$ cat src/rtl/sevenseg_pkg.sv
// Shared code-field layout and FSM state types for the seven-segment scan controller.
package sevenseg_pkg;

    localparam int unsigned BLANK_BIT = 6;
    localparam int unsigned DP_BIT    = 5;
    localparam int unsigned DASH_BIT  = 4;

    localparam logic [6:0] CODE_BLANK = 7'b1000000;

    typedef enum logic {
        ScanShow,
        ScanGuard
    } scan_state_e;

    typedef enum logic {
        UpdEmpty,
        UpdFull
    } upd_state_e;

    // A plain "0" digit: no blank, no dp, no dash, value zero.
    function automatic logic code_is_zero(input logic [6:0] code);
        return !code[BLANK_BIT] && !code[DP_BIT] && !code[DASH_BIT] && (code[3:0] == 4'd0);
    endfunction

endpackage

$ cat src/rtl/sevenseg_prescale.sv
// Free-running digit-interval prescaler: counts 0..DIV-1 while enabled, ticks on DIV-1.
module sevenseg_prescale #(
    parameter int unsigned DIV = 100000
) (
    input  logic clk,
    input  logic rst,
    input  logic en,
    output logic tick
);

    localparam int unsigned    CntW   = $clog2(DIV);
    localparam logic [CntW-1:0] CntMax = CntW'(DIV - 1);

    logic [CntW-1:0] cnt_q, cnt_d;

    always_comb begin
        cnt_d = cnt_q;
        tick  = 1'b0;
        if (en) begin
            if (cnt_q == CntMax) begin
                cnt_d = '0;
                tick  = 1'b1;
            end else begin
                cnt_d = cnt_q + 1'b1;
            end
        end
    end

    always_ff @(posedge clk) begin
        if (rst) begin
            cnt_q <= '0;
        end else begin
            cnt_q <= cnt_d;
        end
    end

endmodule

$ cat src/rtl/sevenseg_scan_ctl.sv
// Multiplexed seven-segment scan controller with double-buffered frame updates.
// Define SEVENSEG_LZB_EN to enable leading-zero blanking.
module sevenseg_scan_ctl
    import sevenseg_pkg::*;
#(
    parameter int unsigned NDIGITS = 8,
    parameter int unsigned DIV     = 100000
) (
    input  logic                   clk,
    input  logic                   rst,
    input  logic                   wr_valid,
    input  logic [7*NDIGITS-1:0]   wr_data,
    output logic                   wr_ready,
    output logic [6:0]             d,
    output logic [NDIGITS-1:0]     an_n
);

    localparam int unsigned IdxW = $clog2(NDIGITS);

    scan_state_e          scan_q, scan_d;
    upd_state_e           upd_q, upd_d;
    logic [IdxW-1:0]      idx_q, idx_d;
    logic [7*NDIGITS-1:0] shadow_q, shadow_d;
    logic [7*NDIGITS-1:0] pending_q, pending_d;
    logic [6:0]           d_q, d_d;
    logic [NDIGITS-1:0]   an_n_q, an_n_d;

    logic                 presc_en;
    logic                 tick;
    logic                 boundary;
    logic [6:0]           cur_code;
    logic [NDIGITS-1:0]   lzb_mask;
    logic                 lzb_sel;

    assign presc_en = (scan_q == ScanShow);

    sevenseg_prescale #(
        .DIV (DIV)
    ) u_prescale (
        .clk  (clk),
        .rst  (rst),
        .en   (presc_en),
        .tick (tick)
    );

    assign boundary = (scan_q == ScanGuard) && (idx_q == IdxW'(NDIGITS - 1));
    assign wr_ready = (upd_q == UpdEmpty);

    always_comb begin
        scan_d = scan_q;
        idx_d  = idx_q;
        case (scan_q)
            ScanShow: begin
                if (tick) scan_d = ScanGuard;
            end
            ScanGuard: begin
                scan_d = ScanShow;
                idx_d  = (idx_q == IdxW'(NDIGITS - 1)) ? '0 : idx_q + 1'b1;
            end
            default: scan_d = ScanShow;
        endcase
    end

    // Shadow only ever changes at the frame boundary, so a frame is never torn mid-scan.
    always_comb begin
        upd_d     = upd_q;
        shadow_d  = shadow_q;
        pending_d = pending_q;
        case (upd_q)
            UpdEmpty: begin
                if (wr_valid) begin
                    pending_d = wr_data;
                    upd_d     = UpdFull;
                end
            end
            UpdFull: begin
                if (boundary) begin
                    shadow_d = pending_q;
                    upd_d    = UpdEmpty;
                end
            end
            default: upd_d = UpdEmpty;
        endcase
    end

    always_comb begin
        cur_code = CODE_BLANK;
        for (int i = 0; i < NDIGITS; i++) begin
            if (idx_q == IdxW'(i)) cur_code = shadow_q[7*i +: 7];
        end

        lzb_mask = '0;
`ifdef SEVENSEG_LZB_EN
        begin
            logic lead;
            lead = 1'b1;
            for (int i = NDIGITS - 1; i >= 1; i--) begin
                lead        = lead && code_is_zero(shadow_q[7*i +: 7]);
                lzb_mask[i] = lead;
            end
        end
`else
        lzb_mask = '0;
`endif
        lzb_sel = lzb_mask[idx_q];

        an_n_d = '1;
        d_d    = CODE_BLANK;
        if (scan_q == ScanShow) begin
            an_n_d = ~(NDIGITS'(1) << idx_q);
            d_d    = (cur_code[BLANK_BIT] || lzb_sel) ? CODE_BLANK : cur_code;
        end
    end

    always_ff @(posedge clk) begin
        if (rst) begin
            scan_q    <= ScanShow;
            upd_q     <= UpdEmpty;
            idx_q     <= '0;
            shadow_q  <= {NDIGITS{CODE_BLANK}};
            pending_q <= {NDIGITS{CODE_BLANK}};
            d_q       <= CODE_BLANK;
            an_n_q    <= '1;
        end else begin
            scan_q    <= scan_d;
            upd_q     <= upd_d;
            idx_q     <= idx_d;
            shadow_q  <= shadow_d;
            pending_q <= pending_d;
            d_q       <= d_d;
            an_n_q    <= an_n_d;
        end
    end

    assign d    = d_q;
    assign an_n = an_n_q;

endmodule

$ cat config.mk
export PLATFORM = sky130hd
export DESIGN_NAME = sevenseg_scan_ctl
export DESIGN_NICKNAME = d
export VERILOG_FILES = /design/src/rtl/sevenseg_pkg.sv /design/src/rtl/sevenseg_prescale.sv /design/src/rtl/sevenseg_scan_ctl.sv
export SDC_FILE = /design/constraint.sdc
export NUM_CORES = 1
export LEC_CHECK = 0
export BUFFER_PORTS_ARGS = -buffer_cell sky130_fd_sc_hd__buf_2
export CAP_MARGIN = 15
export CORE_MARGIN = 2
export CORE_UTILIZATION = 30
export CTS_CLUSTER_SIZE = 30
export DETAILED_ROUTE_END_ITERATION = 10
export PLACE_DENSITY_LB_ADDON = 0.05
export REMOVE_ABC_BUFFERS = 1
export SETUP_SLACK_MARGIN = 0.05
export SKIP_CTS_REPAIR_TIMING = 1
export SLEW_MARGIN = 15
export SYNTH_ARGS = -nofsm -noshare
export SYNTH_HDL_FRONTEND = slang
export SYNTH_SLANG_ARGS = --single-unit
export TNS_END_PERCENT = 30
$ cat constraint.sdc
create_clock -name clk -period 4.63 [get_ports clk]
set_input_delay 0.463 -clock clk [delete_from_list [all_inputs] [get_ports clk]]
set_output_delay 0.463 -clock clk [all_outputs]
set_load 0.02 [all_outputs]
# --- Word level (Yosys, flattened, before mapping) ---
# Memories as Yosys holds them, arrays and structs flattened. A register that Yosys moved wholly into a read port is not among the register bits.
# Index checks and enable logic that the tools add are counted.
totals:
  regBits: 149
  romBits: 8
  input_bits: 59
  out_inout_bits: 16
  word_cells: 51
  memories: 1
op_classes:
  n_addsub: 2
  n_lt_le_gt_ge: 1
  n_eq_ne: 8
  shifts: 1
  muxes: 20
  bitwise_logic: 3
  n_reduce_logical: 7
mem_list:
  columns: ["memory", "depth", "word_bits", "read_ports", "rd_clocked_by_memory_dff", "write_ports", "line", "source"]
  rows:
  - ["(name not given)", 8, 1, 1, 1, 0, "sevenseg_scan_ctl.sv:105", "lzb_sel = lzb_mask[idx_q];"]
op_table:
  columns: ["operator", "count"]
  rows:
  - ["two-way mux 7 bit", 8]
  - ["adder 17 x 1 -> 17 bit (second input constant)", 1]
  - ["equality test 17 bit (second input constant)", 1]
  - ["two-way mux 17 bit", 1]
  - ["equality test 3 bit (second input constant)", 4]
  - ["two-way mux 3 bit", 3]
  - ["inverter 8 bit", 1]
  - ["<< shifter 1 x 3 -> 8 bit (first input constant)", 1]
  - ["equality test 3 x 2 -> 1 bit (second input constant)", 2]
  - ["two-way mux 1 bit", 6]
  - ["less-than comparator 3 x 4 -> 1 bit (second input constant)", 1]
  - ["case mux 1 bit (2 select lines)", 2]
  - ["AND reduction 2 bit", 2]
  - ["adder 3 x 1 -> 3 bit (second input constant)", 1]
  - ["equality test 3 x 1 -> 1 bit (second input constant)", 1]
  - ["zero test 3 bit", 1]
  - ["OR reduction 3 bit", 1]
  - ["inverter 1 bit", 2]
  - ["OR reduction 2 bit", 1]
  - ["logical AND 1 bit", 1]
  - ["logical OR 1 bit", 1]

# --- Depth between registers and ports, before layout ---
depth:
  depth_word: 11
  ltp_mapped: 10

# --- Cells and area by module ---
# From an unflattened synthesis, not the netlist that was laid out.
hier_totals:
  hier_cells: 752
  area_unflattened_um2: 6040.8
modules_own_cells:
  columns: ["module", "instances", "cells_per_inst", "area_each_um2", "seq_area_each_um2"]
  rows:
  - ["sevenseg_scan_ctl", 1, 661, 5235.0, 2642.5]
  - ["sevenseg_prescale", 1, 91, 805.8, 340.3]

# --- Least setup slack after synthesis ---
# No wires, ideal clock.
synth_timing:
  path_type: "reg-to-reg"
  startpoint: "reg idx_q[2]"
  endpoint: "reg d_q[6], in the netlist d[6]"
  setup_time_ns: 0.120
  arrival_time_ns: 2.041
  slack_ns: 2.469
  path_stages_with_launch: 11
  path_buffers: 4
  cell_sequence: "dfxtp_1 -> buf_2 -> clkbuf_1 -> inv_1 -> ha_1 -> buf_4 -> or2_2 -> clkbuf_1 -> a21oi_2 -> a2111oi_4 -> or2_1"
synth_between:
  elab_chain_len: 11
  word_cells_on_any_way: 18
  classes_between: "7 x eq/ne; 8 x mux; 3 x reduce/logical"
synth_lines:
  columns: ["item", "line", "source"]
  rows:
  - ["start, declared", "sevenseg_scan_ctl.sv:22", "logic [IdxW-1:0] idx_q, idx_d;"]
  - ["start signal, assigned", "sevenseg_scan_ctl.sv:127", "idx_q <= idx_d;"]
  - ["zero test 3 bit", "sevenseg_scan_ctl.sv:89", "if (idx_q == IdxW'(i)) cur_code = shadow_q[7*i +: 7];"]
  - ["two-way mux 7 bit (7 in series)", "sevenseg_scan_ctl.sv:89", null]
  - ["two-way mux 7 bit (*)", "sevenseg_scan_ctl.sv:89", null]
  - ["logical OR 1 bit", "sevenseg_scan_ctl.sv:111", "d_d = (cur_code[BLANK_BIT] || lzb_sel) ? CODE_BLANK : cur_code;"]
  - ["OR reduction 3 bit (no line)", null, null]
  - ["end signal, assigned", "sevenseg_scan_ctl.sv:122", "d_q <= CODE_BLANK;"]
  - ["end signal, assigned", "sevenseg_scan_ctl.sv:130", "d_q <= d_d;"]
  - ["end, declared", "sevenseg_scan_ctl.sv:25", "logic [6:0] d_q, d_d;"]
# Every way passes the cells marked *; elsewhere a longest branch is shown, timed or not.
# A chain may end at the register's enable or synchronous reset.

# --- Worst setup path in the final report ---
layout_timing:
  startpoint: "reg idx_q[2]"
  endpoint: "reg shadow_q[32]"
layout_between:
  elab_chain_len: 3
layout_lines:
  columns: ["item", "line", "source"]
  rows:
  - ["equality test 3 bit", "sevenseg_scan_ctl.sv:46", "assign boundary = (scan_q == ScanGuard) && (idx_q == IdxW'(NDIGITS - 1));"]
  - ["logical AND 1 bit", "sevenseg_scan_ctl.sv:46", null]
  - ["AND reduction 2 bit (no line)", null, null]
  - ["end signal, assigned", "sevenseg_scan_ctl.sv:120", "shadow_q <= {NDIGITS{CODE_BLANK}};"]
  - ["end signal, assigned", "sevenseg_scan_ctl.sv:128", "shadow_q <= shadow_d;"]
  - ["end, declared", "sevenseg_scan_ctl.sv:23", "logic [7*NDIGITS-1:0] shadow_q, shadow_d;"]
# No other way between the ends.

==> summary.txt <==
Synth
  – Top cells by count, synth: 240 x nand2_1, 149 x dfxtp_1, 109 x a21oi_1
  – Ys Warns: 0
  – Yosys reg bits: 149
  – Cell with the most instances after synthesis: nand2_1
  – Post-synth top area share: 50.7%
  – Post-synth EDFFs: 0
  – Synth top area cells: dfxtp_1 51%, nand2_1 15%, a21oi_1 9.3%
  – Syn Area/Cell: 7.97 µm²
  – Post-synth cell types: 41
  – Register area share after synthesis: 50.7%
  – Ys async rst share: 0%
  – Mapped Area: 5890 µm²
  – Synth area leader: dfxtp_1
  – Synth Instances: 739
  – Top_reg_cell synth: dfxtp_1

Final layout
  – Final net count: 849
  – Fill cells: 2,046
  – Final Util: 36.7%
  – Layout cells sized above 1: 14.9%
  – Layout Area Growth over Synthesis: 20.4%
  – N_diodes: 0
  – Final non-filler cell area: 7090 µm²

Floorplan
  – Ports: 75
  – Starting Density: 30.4%
  – Area of the die: 20,800 µm²
  – Die Ht: 144 µm
  – DIE WIDTH: 144 µm
  – Area of the core: 19,300 µm²
  – Row count: 51

STA
  – Clock skew: 0.00682 ns
  – Setup-failing EPs final: 0
  – Slew @ Worst Pin: 1.06 ns
  – RSZ-0062 raised after global routing: no
  – Final WS setup: 1.44 ns
  – Final hold vios: 0
  – Period utilization: 68.9%
  – Slew HR: 28.9%
  – Peak Freq: 314 MHz
  – TNS Setup: 0 ns
  – Final Critical Period: 3.19 ns
  – Final Max Slew Viols: 0

Setup path
  – Crit path DAT: 3.52 ns
  – CP max FO: 34
  – Crit path launch type: flop
  – Setup crit end kind: flop
  – Worst EP required: 4.96 ns
  – CP Class: reg -> reg

Global routing
  – Layer with the highest usage: met2
  – M1 GR Usage: 19.8%
  – GR Util met3: 3.61%
  – Initial antenna violation count: 0
  – GR Layer Usage met2: 23.9%
  – Vias in the first global route: 4,798
  – Total GRT Usage: 15.0%
  – Overflow after GRT: 0
  – Largest net degree at the start of global routing: 87
  – First-pass GRT wire length: 24.1 mm

Clocking
  – Worst-Skew Late Latency: 0.42 ns
  – CTS buffer count: 17
  – Worst-path clk slew: 0.06 ns
  – Root Driver: clkbuf_16
  – H-tree depth: 4
  – Clock Sinks: 149
  – Max clock buf depth: 2
  – CTS tree: built

Pwr
  – Pwr Total: 3010 µW
  – Leakage: 0.00259 µW
  – PD cells: 425 nW/µm²
  – Worst VDD drop: 0.000238 V

Routing
  – Post-Route WL: 14.7 mm
  – DR vias/cell: 4.57
  – 1st-pass router iterations: 4
  – Post-DR wirelength/cell: 13.8 µm
  – Final ANT Viol Nets: 0
  – DRC violations left: 0
  – Iteration-0 DRC Markers: 235
  – DR vias: 4,850

Place
  – Post-Place Cell Area: 6410 µm²
  – Gpl congestion: 0.744
  – HPWL Detailed: 9.66 mm
  – Pre-CTS WS: 1.44 ns
  – IO Port Bufs: 74

Min path
  – Worst Hold Class: in -> reg

Flow run
  – Max Cap Violations: 0

Status
  – Status: finished, final reports clean
==> cell usage in the layout (no fill, tap or decap), types with 6 or more instances in the layout <==
cell type,count
a2bb2oi_1,6
nor3_1,6
ha_1,7
nor4_1,7
nand2_1,239
a31oi_1,6
buf_2,73
nand4_1,6
inv_1,18
o21ai_0,7
a221oi_1,6
clkbuf_16,17
xnor2_1,13
a21oi_1,109
a211oi_1,7
dfxtp_1,149
nand3b_1,24
nor2_1,34
nand3_1,13
==> worst paths after layout <==
kind | startpoint | end | slack, ns | cells past startpoint
max | idx_q[2] | shadow_q[32] | 1.44 | 5
min | wr_data[27] | pending_q[27] | 0.26 | 3
min reg2reg | pending_q[54] | shadow_q[54] | 0.45 | 2
max reg2reg | idx_q[2] | shadow_q[32] | 1.44 | 5
==> cells by family after synthesis <==
family / Yosys count / synth area share (%)
xor+xnor: 16 / 2.38
compound gates: 148 / 14.6
mux: 3 / 0.510
buf+inv: 71 / 4.97
fa+ha+maj: 7 / 1.49
simple gates: 345 / 25.4
flops: 149 / 50.7
==> flip-flops by register name, summed over array words and instances, names as in the netlist <==
name,flops
shadow_q,56
scan_q,1
upd_q,1
u_prescale.cnt_q,17
pending_q,56
d,7
idx_q,3
an_n,8
==> through the flow <==
step / instances / hold WS, ns
after global routing: 1061 / 0.259
after global placement: 1029 / 0.441
after floorplan: 686 / 0.426
after CTS: 1061 / 0.239
after detailed placement: 1029 / 0.449
final: 1061 / 0.258
==> critical path: stages (launching register included) <==
cell	delay, ns
dfxtp_1	0.90
ha_1	0.81
and3_2	0.77
buf_4	0.39
nand2_1	0.09
a21oi_1	0.14
==> final cells by class <==
| type | count | area (µm²) | share of cell area (%) |
|---|---|---|---|
| repair buffers | 78 | 403 | 5.68 |
| well taps | 265 | 332 | 4.68 |
| flip-flops and latches | 149 | 2980 | 42.1 |
| multi-input cells | 519 | 2630 | 37.1 |
| inverters | 18 | 67.6 | 0.953 |
| clock buffers | 21 | 480 | 6.78 |
| clock inverters | 11 | 196 | 2.77 |
==> report_power, final <==
group          internal [µW]  total, µW  switching [µW]  leakage (µW)
clock network           1020       1560             543      0.000325
logic                   45.4        116            70.8       0.00105
registers               1310       1330            20.0       0.00121
==> routing by layer <==
layer | up-vias | wire length, µm
li1 | 2535 | -
met1 | 2230 | 7420
met2 | 71 | 6580
met3 | 14 | 493
met4 | 0 | 178
met5 | - | 0
(Power assumes the default switching activity.)
